--- config.mk ---
export PLATFORM = sky130hd
export DESIGN_NAME = trace_scheduler
export DESIGN_NICKNAME = d
export VERILOG_FILES = /design/src/rtl/trace_scheduler.sv
export SDC_FILE = /design/constraint.sdc
export NUM_CORES = 1
export LEC_CHECK = 0
export CORE_UTILIZATION = 44
export CTS_CLUSTER_SIZE = 20
export DETAILED_ROUTE_END_ITERATION = 10
export GPL_ROUTABILITY_DRIVEN = 0
export PLACE_DENSITY_LB_ADDON = 0.2
export SLEW_MARGIN = 20
export SYNTH_ARGS = -nofsm -noshare
export SYNTH_HDL_FRONTEND = slang
export SYNTH_SLANG_ARGS = --single-unit
export TNS_END_PERCENT = 1
--- constraint.sdc ---
create_clock -name clk -period 2 [get_ports clk]
set_clock_uncertainty 0.05 [all_clocks]
set_input_delay 0.4 -clock clk [delete_from_list [all_inputs] [get_ports clk]]
set_output_delay 0.4 -clock clk [all_outputs]
set_load 0.005 [all_outputs]
--- src/rtl/trace_scheduler.sv ---
// -----------------------------------------------------------------------------
// trace_scheduler
//
// Frame-level sequencer and port arbiter for the trace buffer. On the rising
// edge of vblank it walks the tracer across the screen columns with a
// start/done handshake, commits each result to the trace buffer, and replaces
// a column whose tracer never answers with a dead (height 0) entry. Outside
// tracing, the buffer address is handed to the display read path.
//
// Optional feature (compile-time macro): TRACE_SCHED_INTERLACE_EN
//   When defined, each vblank traces only half the columns, alternating even
//   and odd columns frame to frame.
//
// Ports:
//   clk         system clock
//   reset       asynchronous active-low reset
//   vblank      trace window (high outside visible rows)
//   visible     display is in the visible region
//   h           display column for buffer reads
//   trc_start   one-cycle pulse, tracer begins column trc_column
//   trc_column  column currently assigned to the tracer
//   trc_done    one-cycle pulse, tracer result valid
//   trc_side    wall side from tracer
//   trc_height  wall half-height from tracer
//   buf_column  trace buffer address (h while visible, else current column)
//   buf_we      trace buffer write enable
//   buf_side    trace buffer write data, side
//   buf_height  trace buffer write data, height
//   busy        high in START, WAIT or STORE
//   frame_ok    last frame traced every column with no timeout or abort
//   timeouts    saturating count of timed-out columns in current/last frame
// -----------------------------------------------------------------------------
module trace_scheduler #(
  parameter int COLUMNS = 640,
  parameter int COLW    = 10,
  parameter int TIMEOUT = 1023
) (
  input  logic            clk,
  input  logic            reset,
  input  logic            vblank,
  input  logic            visible,
  input  logic [COLW-1:0] h,
  output logic            trc_start,
  output logic [COLW-1:0] trc_column,
  input  logic            trc_done,
  input  logic            trc_side,
  input  logic [7:0]      trc_height,
  output logic [COLW-1:0] buf_column,
  output logic            buf_we,
  output logic            buf_side,
  output logic [7:0]      buf_height,
  output logic            busy,
  output logic            frame_ok,
  output logic [7:0]      timeouts
);

  localparam int            TW        = $clog2(TIMEOUT + 1);
  localparam logic [TW-1:0] TIMEOUT_V = TW'(TIMEOUT);

  typedef enum logic [2:0] {
    S_IDLE,
    S_START,
    S_WAIT,
    S_STORE,
    S_DONE
  } state_e;

  state_e          state_q, state_d;
  logic [COLW-1:0] column_q, column_d;
  logic [TW-1:0]   timer_q, timer_d;
  logic            vblank_q;
  logic [7:0]      timeouts_q, timeouts_d;
  logic            frame_ok_q, frame_ok_d;
  logic            side_q, side_d;
  logic [7:0]      height_q, height_d;
  logic            abort;
  logic            frame_end;  // leaving a frame, either from DONE or by abort

  // Column walk: first column, stride and last column of one pass.
  logic [COLW-1:0] first_col;
  logic [COLW-1:0] last_col;

`ifdef TRACE_SCHED_INTERLACE_EN
  localparam logic [COLW-1:0] STEP = COLW'(2);
  logic parity_q;  // 0: even columns this frame, 1: odd columns

  assign first_col = {{(COLW-1){1'b0}}, parity_q};
  assign last_col  = COLW'(COLUMNS - 2) + first_col;

  always_ff @(posedge clk or negedge reset) begin
    if (!reset) begin
      parity_q <= 1'b0;
    end else begin
      parity_q <= parity_q ^ frame_end;
    end
  end
`else
  localparam logic [COLW-1:0] STEP = COLW'(1);

  assign first_col = '0;
  assign last_col  = COLW'(COLUMNS - 1);
`endif

  // Losing vblank mid-trace abandons the frame; it overrides every other
  // transition in the active states.
  assign abort = !vblank && (state_q inside {S_START, S_WAIT, S_STORE});

  // NOTE: every variable gets its default before the case statement, so no
  // path through this block leaves one unassigned and no latch is inferred.
  always_comb begin
    state_d    = state_q;
    column_d   = column_q;
    timer_d    = timer_q;
    timeouts_d = timeouts_q;
    frame_ok_d = frame_ok_q;
    side_d     = side_q;
    height_d   = height_q;
    frame_end  = 1'b0;

    if (abort) begin
      state_d    = S_IDLE;
      frame_ok_d = 1'b0;
      frame_end  = 1'b1;
    end else begin
      case (state_q)
        S_IDLE: begin
          if (vblank && !vblank_q) begin
            timeouts_d = '0;
            column_d   = first_col;
            state_d    = S_START;
          end
        end

        S_START: begin
          timer_d = '0;
          state_d = S_WAIT;
        end

        S_WAIT: begin
          // A result arriving on the timeout cycle still counts as a result.
          if (trc_done) begin
            side_d   = trc_side;
            height_d = trc_height;
            state_d  = S_STORE;
          end else if (timer_q == TIMEOUT_V) begin
            side_d   = 1'b0;
            height_d = 8'd0;
            if (timeouts_q != 8'hFF) begin
              timeouts_d = timeouts_q + 8'd1;
            end
            state_d  = S_STORE;
          end else begin
            timer_d = timer_q + 1'b1;
          end
        end

        S_STORE: begin
          if (column_q == last_col) begin
            frame_ok_d = (timeouts_q == 8'd0);
            state_d    = S_DONE;
          end else begin
            column_d = column_q + STEP;
            state_d  = S_START;
          end
        end

        S_DONE: begin
          if (!vblank) begin
            frame_end = 1'b1;
            state_d   = S_IDLE;
          end
        end

        default: state_d = S_IDLE;
      endcase
    end
  end

  // NOTE: sequential state uses non-blocking assignments so every register
  // samples the pre-edge value of every other register.
  always_ff @(posedge clk or negedge reset) begin
    if (!reset) begin
      state_q    <= S_IDLE;
      column_q   <= '0;
      timer_q    <= '0;
      vblank_q   <= 1'b0;
      timeouts_q <= 8'd0;
      frame_ok_q <= 1'b0;
      side_q     <= 1'b0;
      height_q   <= 8'd0;
    end else begin
      state_q    <= state_d;
      column_q   <= column_d;
      timer_q    <= timer_d;
      vblank_q   <= vblank;
      timeouts_q <= timeouts_d;
      frame_ok_q <= frame_ok_d;
      side_q     <= side_d;
      height_q   <= height_d;
    end
  end

  assign trc_start  = (state_q == S_START);
  assign trc_column = column_q;
  assign busy       = (state_q inside {S_START, S_WAIT, S_STORE});
  // Qualifying with vblank keeps the aborting STORE cycle from writing.
  assign buf_we     = (state_q == S_STORE) && vblank;
  assign buf_column = visible ? h : column_q;
  assign buf_side   = side_q;
  assign buf_height = height_q;
  assign frame_ok   = frame_ok_q;
  assign timeouts   = timeouts_q;

endmodule

======== Word level (Yosys, flattened, before mapping) ========
Index checks and enable logic that the tools add are counted.
storage, ports and cells
  register bits after elaboration ......... 42
  bits of input ports ..................... 24
  output and inout port bits .............. 41
  word-level logic and storage cells ...... 74
cells by class
  add/sub/neg operators ................... 3
  eq/ne operators ......................... 16
  mux-type cells .......................... 26
  bitwise operators ....................... 1
  reduce and logical (&&, ||, !) cells .... 20
operator list
  kind                     number
  $mux W10                 5
  $mux W8                  6
  $pmux W10 S2             2
  $add A10 B1 Y10 const B  2
  $eq A10 B10 Y1 const B   2
  $mux W3                  6
  $pmux W8 S2              1
  $pmux W3 S5              1
  $reduce_bool A2 Y1       6
  $add A8 B1 Y8 const B    1
  $logic_not A8 Y1         1
  $ne A2 B2 Y1 const B     4
  $ne A8 B8 Y1 const B     1
  $reduce_and A4 Y1        2
  $eq A3 B2 Y1 const B     2
  $ne A3 B3 Y1 const B     2
  $reduce_and A3 Y1        2
  $reduce_and A6 Y1        1
  $mux W1                  5
  $ne A2 B1 Y1 const B     2
  $ne A4 B3 Y1 const B     1
  $eq A3 B1 Y1 const B     1
  $eq A3 B3 Y1 const B     1
  $logic_and A1 B1 Y1      3
  other kinds (5)          6

======== Depth between registers and ports, before layout ========
Gate-level depths: netlist of the first run.
  word-level depth ........................ 5
  depth in mapped cells ................... 7
  mapped depth without buffers ............ 5

======== Worst setup path before layout of the first run ========
OpenSTA, ideal clock, no wires.
  path kind ............................... register to register
  start ................................... reg column_q[0], in the netlist trc_column[0]
  end ..................................... reg column_q[7], in the netlist trc_column[7]
  setup time .............................. 0.079 ns
  arrival time ............................ 1.750 ns
  required time ........................... 1.871 ns
  slack ................................... 0.120 ns
  cell stages (with the launch flop) ...... 8
  clock period less this slack ............ 1.880 ns
  path through ............................ dfrtp_1 -> ha_1 -> and2_1 -> and4_1 -> clkbuf_1 -> buf_2 -> nor4_2 -> mux2i_1
on the way
  longest elaborated chain between the ends .. 3
ends and longest elaborated chain
  item                                                      line      source
  start: declaration                                        69        logic [COLW-1:0] column_q, column_d;
  start signal: assignment                                  193       column_q <= column_d;
  $add A10 B1 Y10 / $eq A10 B10 Y1 (equally long branches)  162, 158
  $mux W10 / $ne A2 B2 Y1 (equally long branches)           --
  $pmux W10 S2 / $reduce_and A4 Y1 (equally long branches)  --
Several ways; a longest one is shown, not always the timed one. The select of a mux whose other input is x is not followed.
A chain may end at the register's enable or synchronous reset.

======== Worst setup path in the final report of the first run ========
  start ................................... in visible
  end ..................................... out buf_column[4]
on the way
  longest elaborated chain between the ends .. 1
ends and longest elaborated chain
  item                line  source
  start: declaration  41    input logic visible,
  $mux W10            208   assign buf_column = visible ? h : column_q;
  end: declaration    48    output logic [COLW-1:0] buf_column,
No other way between the ends.

==> impl_metrics.toml, run 1 <==
[sta]
fmax_mhz = 508
rsz0062_at_grt = "no"
worst_pin_slew_ns = 0.491
post-route-min-period_ns = 1.97
setup_viol = 0
hold_violations = 0
drv_slew = 0
fin_crit_sh = 0.984
layout_setup_ws_ns = 0.0315
relSlewSlack = 0.673

[yosys]
dominantRegCellSynth = "dfrtp_1"
ys_seq_elements = 42
synth_largest_area_cell = "dfrtp_1"
synth_area_um2 = 2510
async_flop_share = 1.00
syn_inst = 276
synth-edff-count = 0
yosys_warnings = 0
synthTopCellsByArea = "dfrtp_1 (42%), mux2_2 (4.9%), nand3_1 (4.8%), o21ai_0 (4.8%), a31oi_1 (3.2%)"
seq_area_frac_synth = 0.419
yosysUniqueCellTypes = 53
syn_avg_cell_area_um2 = 9.08
synth_top_area_frac = 0.419
synth.net_count = 304

[die]
design.core.area_um2 = 5510
die_y_um = 77.5
die_x_um = 77.5
initial_core_util = 0.455
die_area_um2 = 6000
num_rows = 27
io_pins = 65

[global_route]
grt_max_degree = 25
first_global_vias = 2313
grt_first_pass_wirelength_mm = 10.7
antenna_found_initial = 0
grt_overflow = 0
grt.total_usage = 0.221

[cts]
cts_tree = "built"
clkSlewWorstSetupHoldPaths_ns = 0.09
root_buffer = "clkbuf_8"
insertion_delay_ns = 0.29
htreeDepth = 2
hold_buffers = 0
cts_made_buffers = 5
cts_setup_buffers = 0
cts_buffer_depth = 2
clock-sinks = 42

[run]
maxCapViolations = 0

[detailed_routing]
via_per_inst = 5.60
wl_per_cell_um = 14.5
drt_first_pass_iters = 7
drtAntennaViolNets = 0
vias = 2505
drcViolationCount = 2
wl_mm = 6.48
drt_iter0_drc = 152

[power_and_ir_drop]
powerDensity_nw_per_um2 = 713
p_leak_nw = 1.59
ir_drop_uv = 489
finalPower_w = 0.00258

[worst_setup_path]
worstPathArrival_ns = 1.52
cp_slowest_cell = "clkdlybuf4s50_1"
worstPathCellList = "clkdlybuf4s15_1, buf_6, mux2_2, clkdlybuf4s50_1"
max_stage_delay_ns = 0.44
crit_buf_inv = 3
cp-end-kind = "output port"
worstPathRequired_ns = 1.55
critical_path_class = "in2out"
crit_family = "buffers and inverters"
cp_max_fo = 6
cp-start-kind = "input port"

[placement]
dp_slack_ns = -0.270
io_buffers = 64
dp_hpwl_mm = 4.74

[outcome]
violations = "DRC"
status = "finished, violations left"

[worst_hold_path]
hp-class = "in2async"

[finish]
final_core_utilization = 0.658
antenna_cells = 0
drive_above_1_share = 0.197
finalNetCount = 402
area_growth_pct = 44.6
==> layout by cell type, fill, tap and decap left out, types with 5 or more instances in the layout <==
cell type / netlist / routed
and3_1: 6 / 6
inv_1: 17 / 17
clkbuf_8: 0 / 5
clkdlybuf4s50_1: 0 / 53
nor3_1: 6 / 5
buf_4: 2 / 38
or4_1: 8 / 8
o21ai_0: 24 / 24
a21oi_1: 11 / 11
dfrtp_1: 42 / 41
nand3_1: 24 / 24
o31ai_1: 7 / 7
nor2_1: 10 / 9
dlygate4sd2_1: 0 / 5
a31oi_1: 13 / 13
mux2_2: 11 / 11
nand2_1: 19 / 19
==> state kept, by name, indices dropped and copies added, names as in the netlist <==
signal / flops
timer_q: 10
buf_side: 1
frame_ok: 1
trc_column: 10
buf_height: 8
vblank_q: 1
timeouts: 8
state_q: 3
==> Yosys cell counts, drive strengths merged (7+ instances only) <==
cell type and number:
dfrtp 42, nor2 10, o31ai 7, a31oi 13, mux2 11, inv 17
a21oi 11, o21ai 25, nand3 24, nand2 19, clkbuf 9, or4 8
==> path summary, 6_finish.rpt <==
check	from	endpoint	slack, ns	cells past startpoint
min	reset	trc_column[5]	0.008	1
max reg2reg	timeouts[0]	timeouts[7]	0.08	5
max in group asynchronous	reset	buf_height[2]	1.40	2
max	visible	buf_column[4]	0.03	4
min reg2reg	frame_ok	frame_ok	0.48	2
min in group clk	frame_ok	frame_ok	0.48	2
==> layer usage <==
metal,global-route usage,vias to the layer above,share of wire
met5,0,-,0
met4,0.0491,0,0.0074
met3,0.0353,4,0.046
met2,0.378,77,0.49
met1,0.292,1197,0.46
li1,-,1227,-
==> layout make-up <==
cell class,count,area (um^2)
Clock buffer,5,68.8
Tap cell,72,90.1
Inverter,17,63.8
Timing Repair Buffer,106,978
Fill cell,486,1880
Multi-Input combinational cell,202,1350
Clock inverter,3,25.0
Sequential cell,42,1050
==> metrics by stage <==
step	TNS (ns)	instance area, um^2	hold slack (ns)	std cells
detailed placement	-6.28	3480	0.343	439
global route	0	3620	0.0474	447
CTS	-0.0582	3590	0.0199	447
floorplan	0	2510	0.0544	276
finish	0	3620	0.00804	447
global placement	-6.36	3480	0.335	439
==> cells by family (layout without fill, tap and decap cells) <==
logic type	count (synthesis)	count (layout)	share of synthesized area
adder cells (fa/ha/maj)	4	4	0.0200
flip-flops	42	42	0.419
AO/OA/AOI/OAI	79	79	0.204
multiplexers	12	12	0.0534
AND/OR/NAND/NOR	106	106	0.244
XOR/XNOR	1	1	0.00350
buffers and inverters	32	131	0.0554
==> where the power goes <==
part	internal [W]	switching [W]	leakage, nW
clock network	0.000252	0.000326	0.0447
registers	0.00101	0.000129	0.560
logic	0.000503	0.000364	0.990
==> repair_timing <==
action                                 4_1_cts  5_1_grt
resized for setup                           12       10
endpoints found under the hold margin        0        0
pin swaps                                    0        1
setup endpoints to repair                   14       12
No activity file was read; power rests on OpenSTA's default activity.
==> run 2, diff against run 1 <==
==> constraint.sdc (replaced) <==
create_clock -name clk -period 2 [get_ports clk]
set_clock_uncertainty 0.05 [all_clocks]
set_input_delay 0.5 -clock clk [delete_from_list [all_inputs] [get_ports clk]]
set_output_delay 0.5 -clock clk [all_outputs]
set_load 0.005 [all_outputs]
==> run 2 against run 1 <==
  * The run ends with DRC, setup timing left
  * Sequential share of layout area shrank 0.29 points
  * Core utilization grew 0.59 points
  * Global-route usage shrank 0.38 points
  * Final cell count grew 0.89%
  * Power grew 1.5%
  * Die area is the same
  * First-iteration DRC count grew 11%
  * Critical endpoint is now trc_column[5]
==> impl_metrics.toml, run 2 (same netlist as run 1, synthesis figures left out) <==
[die]
initial_core_util = 0.455
io_pins = 65
num_rows = 27
die_area_um2 = 6000
die_x_um = 77.5
die_y_um = 77.5
design.core.area_um2 = 5510

[global_route]
antenna_found_initial = 0
grt_first_pass_wirelength_mm = 10.5
first_global_vias = 2264
grt_overflow = 0
grt.total_usage = 0.217
grt_max_degree = 26

[detailed_routing]
wl_per_cell_um = 14.3
drt_first_pass_iters = 7
via_per_inst = 5.61
drt_iter0_drc = 168
drtAntennaViolNets = 0
drcViolationCount = 2
vias = 2529
wl_mm = 6.43

[worst_setup_path]
ff2ff_setup_slack_ns = -0.03
crit_family = "simple AND/OR/NAND/NOR gates"
worstPathCellList = "buf_4, or3_4, a21o_4, or4_1, a21oi_1"
cp-start-kind = "flip-flop"
critical_path_class = "reg2reg"
worstPathRequired_ns = 2.17
crit_buf_inv = 1
cp_max_fo = 13
cp-end-kind = "flip-flop"
max_stage_delay_ns = 0.51
cp_slowest_cell = "or4_1"
worstPathArrival_ns = 2.20

[worst_hold_path]
hp-class = "in2async"

[finish]
final_common_cell = "clkdlybuf4s50_1"
fin_cells = 451
layout_common_cells = "clkdlybuf4s50_1 (48), dfrtp_1 (42), buf_4 (40)"
final_core_utilization = 0.664
area_growth_pct = 45.9
drive_above_1_share = 0.219
finalNetCount = 406
fillers = 444
antenna_cells = 0

[cts]
insertion_delay_ns = 0.31
clkSlewWorstSetupHoldPaths_ns = 0.09
cts_buffer_depth = 2
cts_made_buffers = 5
hold_buffers = 0
root_buffer = "clkbuf_8"
htreeDepth = 2
clock-sinks = 42
cts_tree = "built"

[power_and_ir_drop]
p_int_w = 0.00179
ir_drop_uv = 438
p_leak_nw = 1.59
powerDensity_nw_per_um2 = 717
clock_power_share = 0.223
swShare = 0.317
netSwitchingPower_w = 0.000832
comb_power_share = 0.343
seq_power_share = 0.434

[sta]
drv_slew = 0
rsz0062_at_grt = "yes"
layout_setup_ws_ns = -0.0254
relSlewSlack = 0.636
setup_viol = 5
fmax_mhz = 494
tns_ns = -0.0774
post-route-min-period_ns = 2.03
hold_slack_ns = 0.0857
fin_crit_sh = 1.01
hold_violations = 0
worst_pin_slew_ns = 0.546

[outcome]
violations = "DRC, setup timing"
status = "finished, violations left"

[placement]
io_buffers = 64
dp_cells = 435
dp_hpwl_mm = 4.58
dp_slack_ns = -0.461

[run]
maxCapViolations = 0
[run 2: cell types whose count changed in the layout (fill, tap and decap cells not counted), moves of 2 or more]
cell,delta
clkdlybuf4s50_1,-5
dlymetal6s2s_1,-3
dlygate4sd2_1,+6
buf_4,+2
clkbuf_2,+2
a21oi_1,-3
a21oi_2,+3
buf_6,+2
[run 2: cell type report]
class,instances,area [um^2],share of cell area
Multi-Input combinational cell,202,1370,0.374
Sequential cell,42,1050,0.287
Timing Repair Buffer,110,992,0.271
Tap cell,72,90.1,0.0246
Clock buffer,5,68.8,0.0188
Inverter,17,63.8,0.0174
Clock inverter,3,23.8,0.00650
[run 2: worst reg2reg max path, delay by kind of cell (launching register included)]
family / cells / cell delay (ns)
buf+inv: 1 / 0.16
compound gates: 2 / 0.41
flops: 1 / 0.44
simple gates: 2 / 0.90
[run 2: per-layer routing]
metal	wire, um	GRT usage	vias up
met5	0	0	-
met4	95	0.0792	0
met3	281	0.0412	8
met2	3130	0.356	63
met1	2920	0.285	1214
li1	-	-	1244
[run 2: power groups by stage]
stage	clock, W	combinational [W]	sequential [W]
floorplan	0	0.000347	0.00115
global route	0.000630	0.000990	0.00116
finish	0.000585	0.000899	0.00114
global placement	0	0.000834	0.00115
detailed placement	0	0.000849	0.00115
CTS	0.000605	0.000858	0.00113
[run 2: final timing paths]
kind | from | end | cells after the start
worst max register to register | state_q[0] | trc_column[5] | 5
max in group asynchronous | reset | timer_q[2] | 2
min in group clk | frame_ok | frame_ok | 2
worst max-delay path | state_q[0] | trc_column[5] | 5
worst min-delay path | reset | timeouts[4] | 1
worst min register to register | frame_ok | frame_ok | 2
[run 2: timing repair]
item,4_1_cts,5_1_grt
setup endpoints to repair,19,13
setup buffers,2,6
pin swaps,7,1
resized for setup,25,12
[run 2: metrics by stage]
| step | instance area (um^2) | total power, W |
|---|---|---|
| detailed placement | 3450 | 0.00200 |
| floorplan | 2510 | 0.00149 |
| global route | 3660 | 0.00278 |
| finish | 3660 | 0.00262 |
| CTS | 3580 | 0.00260 |
| global placement | 3450 | 0.00198 |
==> run 3, diff against run 2 <==
- CORE_UTILIZATION: 44 -> 45
- clock period: 2 -> 2.1 ns (I/O delays scaled with it)
==> run 3 against run 2 <==
  * The flow now finishes without violations
  * Combinational power decreased by 8.9%
  * Clock power decreased by 4.8%
  * Sequential cell count unchanged
  * Cell area decreased by 3.3%
  * First-iteration DRC count increased by 20%
  * Core utilization increased by 1.1 points
  * Clock-buffer cell count increased by 1
  * Die area decreased by 2.2%
  * Global-route usage increased by 1.2 points
  * Non-clock buffer count decreased by 14
  * Sequential share of layout area increased by 1.0 points
  * Power decreased by 6.4%
==> impl_metrics.toml, run 3 (same netlist as run 1, synthesis figures left out) <==
[cts]
insertion_delay_ns = 0.30
clock-sinks = 42
clkSlewWorstSetupHoldPaths_ns = 0.09
hold_buffers = 0
cts_buffer_depth = 2
root_buffer = "clkbuf_8"
cts_tree = "built"
htreeDepth = 2
cts_made_buffers = 5

[worst_setup_path]
cp_slowest_cell = "clkdlybuf4s50_1"
cp-start-kind = "flip-flop"
cp_max_fo = 5
worstPathRequired_ns = 1.52
max_stage_delay_ns = 0.53
worstPathArrival_ns = 1.48
ff2ff_setup_slack_ns = 0.12
critical_path_class = "reg2out"
cp-end-kind = "output port"
worstPathCellList = "nor3b_2, clkdlybuf4s50_1"

[sta]
fmax_mhz = 486
worst_pin_slew_ns = 0.537
drv_slew = 0
setup_viol = 0
layout_setup_ws_ns = 0.0425
rsz0062_at_grt = "yes"
hold_slack_ns = 0.133
post-route-min-period_ns = 2.06
hold_violations = 0
relSlewSlack = 0.642
fin_crit_sh = 0.980

[worst_hold_path]
hp-class = "in2async"

[global_route]
grt_use_met2 = 0.390
grt_overflow = 0
grt_use_met3 = 0.0443
grt_max_degree = 24
grt.total_usage = 0.229
use_met1 = 0.278
antenna_found_initial = 0
grt_first_pass_wirelength_mm = 10.9
first_global_vias = 2410
busiest_layer = "met2"

[detailed_routing]
drcViolationCount = 0
wl_mm = 6.42
drt_first_pass_iters = 4
drt_iter0_drc = 201
drtAntennaViolNets = 0
wl_per_cell_um = 14.8
vias = 2494
via_per_inst = 5.73

[finish]
final_common_cell = "clkdlybuf4s50_1"
final_area_um2 = 3540
layout_common_cells = "clkdlybuf4s50_1 (49), dfrtp_1 (41), buf_4 (28)"
area_growth_pct = 41.1
fin_cells = 435
antenna_cells = 0
finalNetCount = 392
drive_above_1_share = 0.184

[die]
io_pins = 65
initial_core_util = 0.478
die_y_um = 76.6
design.core.area_um2 = 5240
num_rows = 26
die_area_um2 = 5870
die_x_um = 76.6

[placement]
dp_cells = 426
io_buffers = 64
place_area_um2 = 3400
dp_slack_ns = -0.417
dp_hpwl_mm = 4.60

[power_and_ir_drop]
p_leak_nw = 1.53
ir_drop_uv = 488
powerDensity_nw_per_um2 = 694

[outcome]
status = "completed"

[run]
maxCapViolations = 0
-- run 3: changes by cell type in the layout (fill, tap and decap cells not counted), moves of 2 or more --
cell	before	now
clkbuf_2	2	0
a21oi_2	3	0
buf_6	5	3
buf_4	40	28
a21oi_1	8	11
-- run 3: per-layer routing --
layer  part of all wire  wire, um  vias to the layer above
met5                  0         0                        -
met4              0.019       121                        0
met3              0.051       327                       10
met2               0.49      3150                       75
met1               0.44      2820                     1198
li1                   -         -                     1211
-- run 3: layout make-up --
class	count	area, um^2
clock buffer	6	82.6
multi-input combinational	202	1350
fill	441	1700
inverter	17	63.8
clock inverter	2	12.5
timing repair buffer	96	885
tap	70	87.6
sequential	42	1050
-- run 3: timing repair --
item,CTS,global route
pin swaps,0,1
resized for setup,24,7
endpoints found under the setup margin,20,12
buffers inserted,0,1
-- run 3: stage by stage --
stage / setup TNS [ns] / util / power, W
after floorplan: 0 / - / 0.00142
after global placement: -8.36 / 0.649 / 0.00188
after detailed placement: -10.49 / 0.649 / 0.00190
after CTS: -0.0281 / 0.671 / 0.00245
after global routing: -0.0543 / 0.675 / 0.00262
final: 0 / 0.675 / 0.00245
-- run 3: path summary, 6_finish.rpt --
path | startpoint | endpoint | cells after the start
worst min-delay path | reset | frame_ok | 1
worst max register to register | trc_column[0] | trc_column[5] | 5
min in group clk | timer_q[5] | timer_q[5] | 1
max in group asynchronous | reset | state_q[1] | 2
worst min register to register | timer_q[5] | timer_q[5] | 1
worst max-delay path | state_q[2] | trc_start | 2
-- run 3: worst max-delay path, delay by kind of cell (launching register included) --
kind          cells  cell delay, ns
buf+inv           1            0.53
flops             1            0.44
simple gates      1            0.22
-- run 3: report_power, final --
part / switching [W] / total [W] / leakage [nW] / internal, W
registers: 0.000117 / 0.00108 / 0.560 / 0.000961
clock network: 0.000292 / 0.000557 / 0.0472 / 0.000265
logic: 0.000343 / 0.000819 / 0.918 / 0.000476
total: 0.000753 / 0.00245 / 1.53 / 0.00170
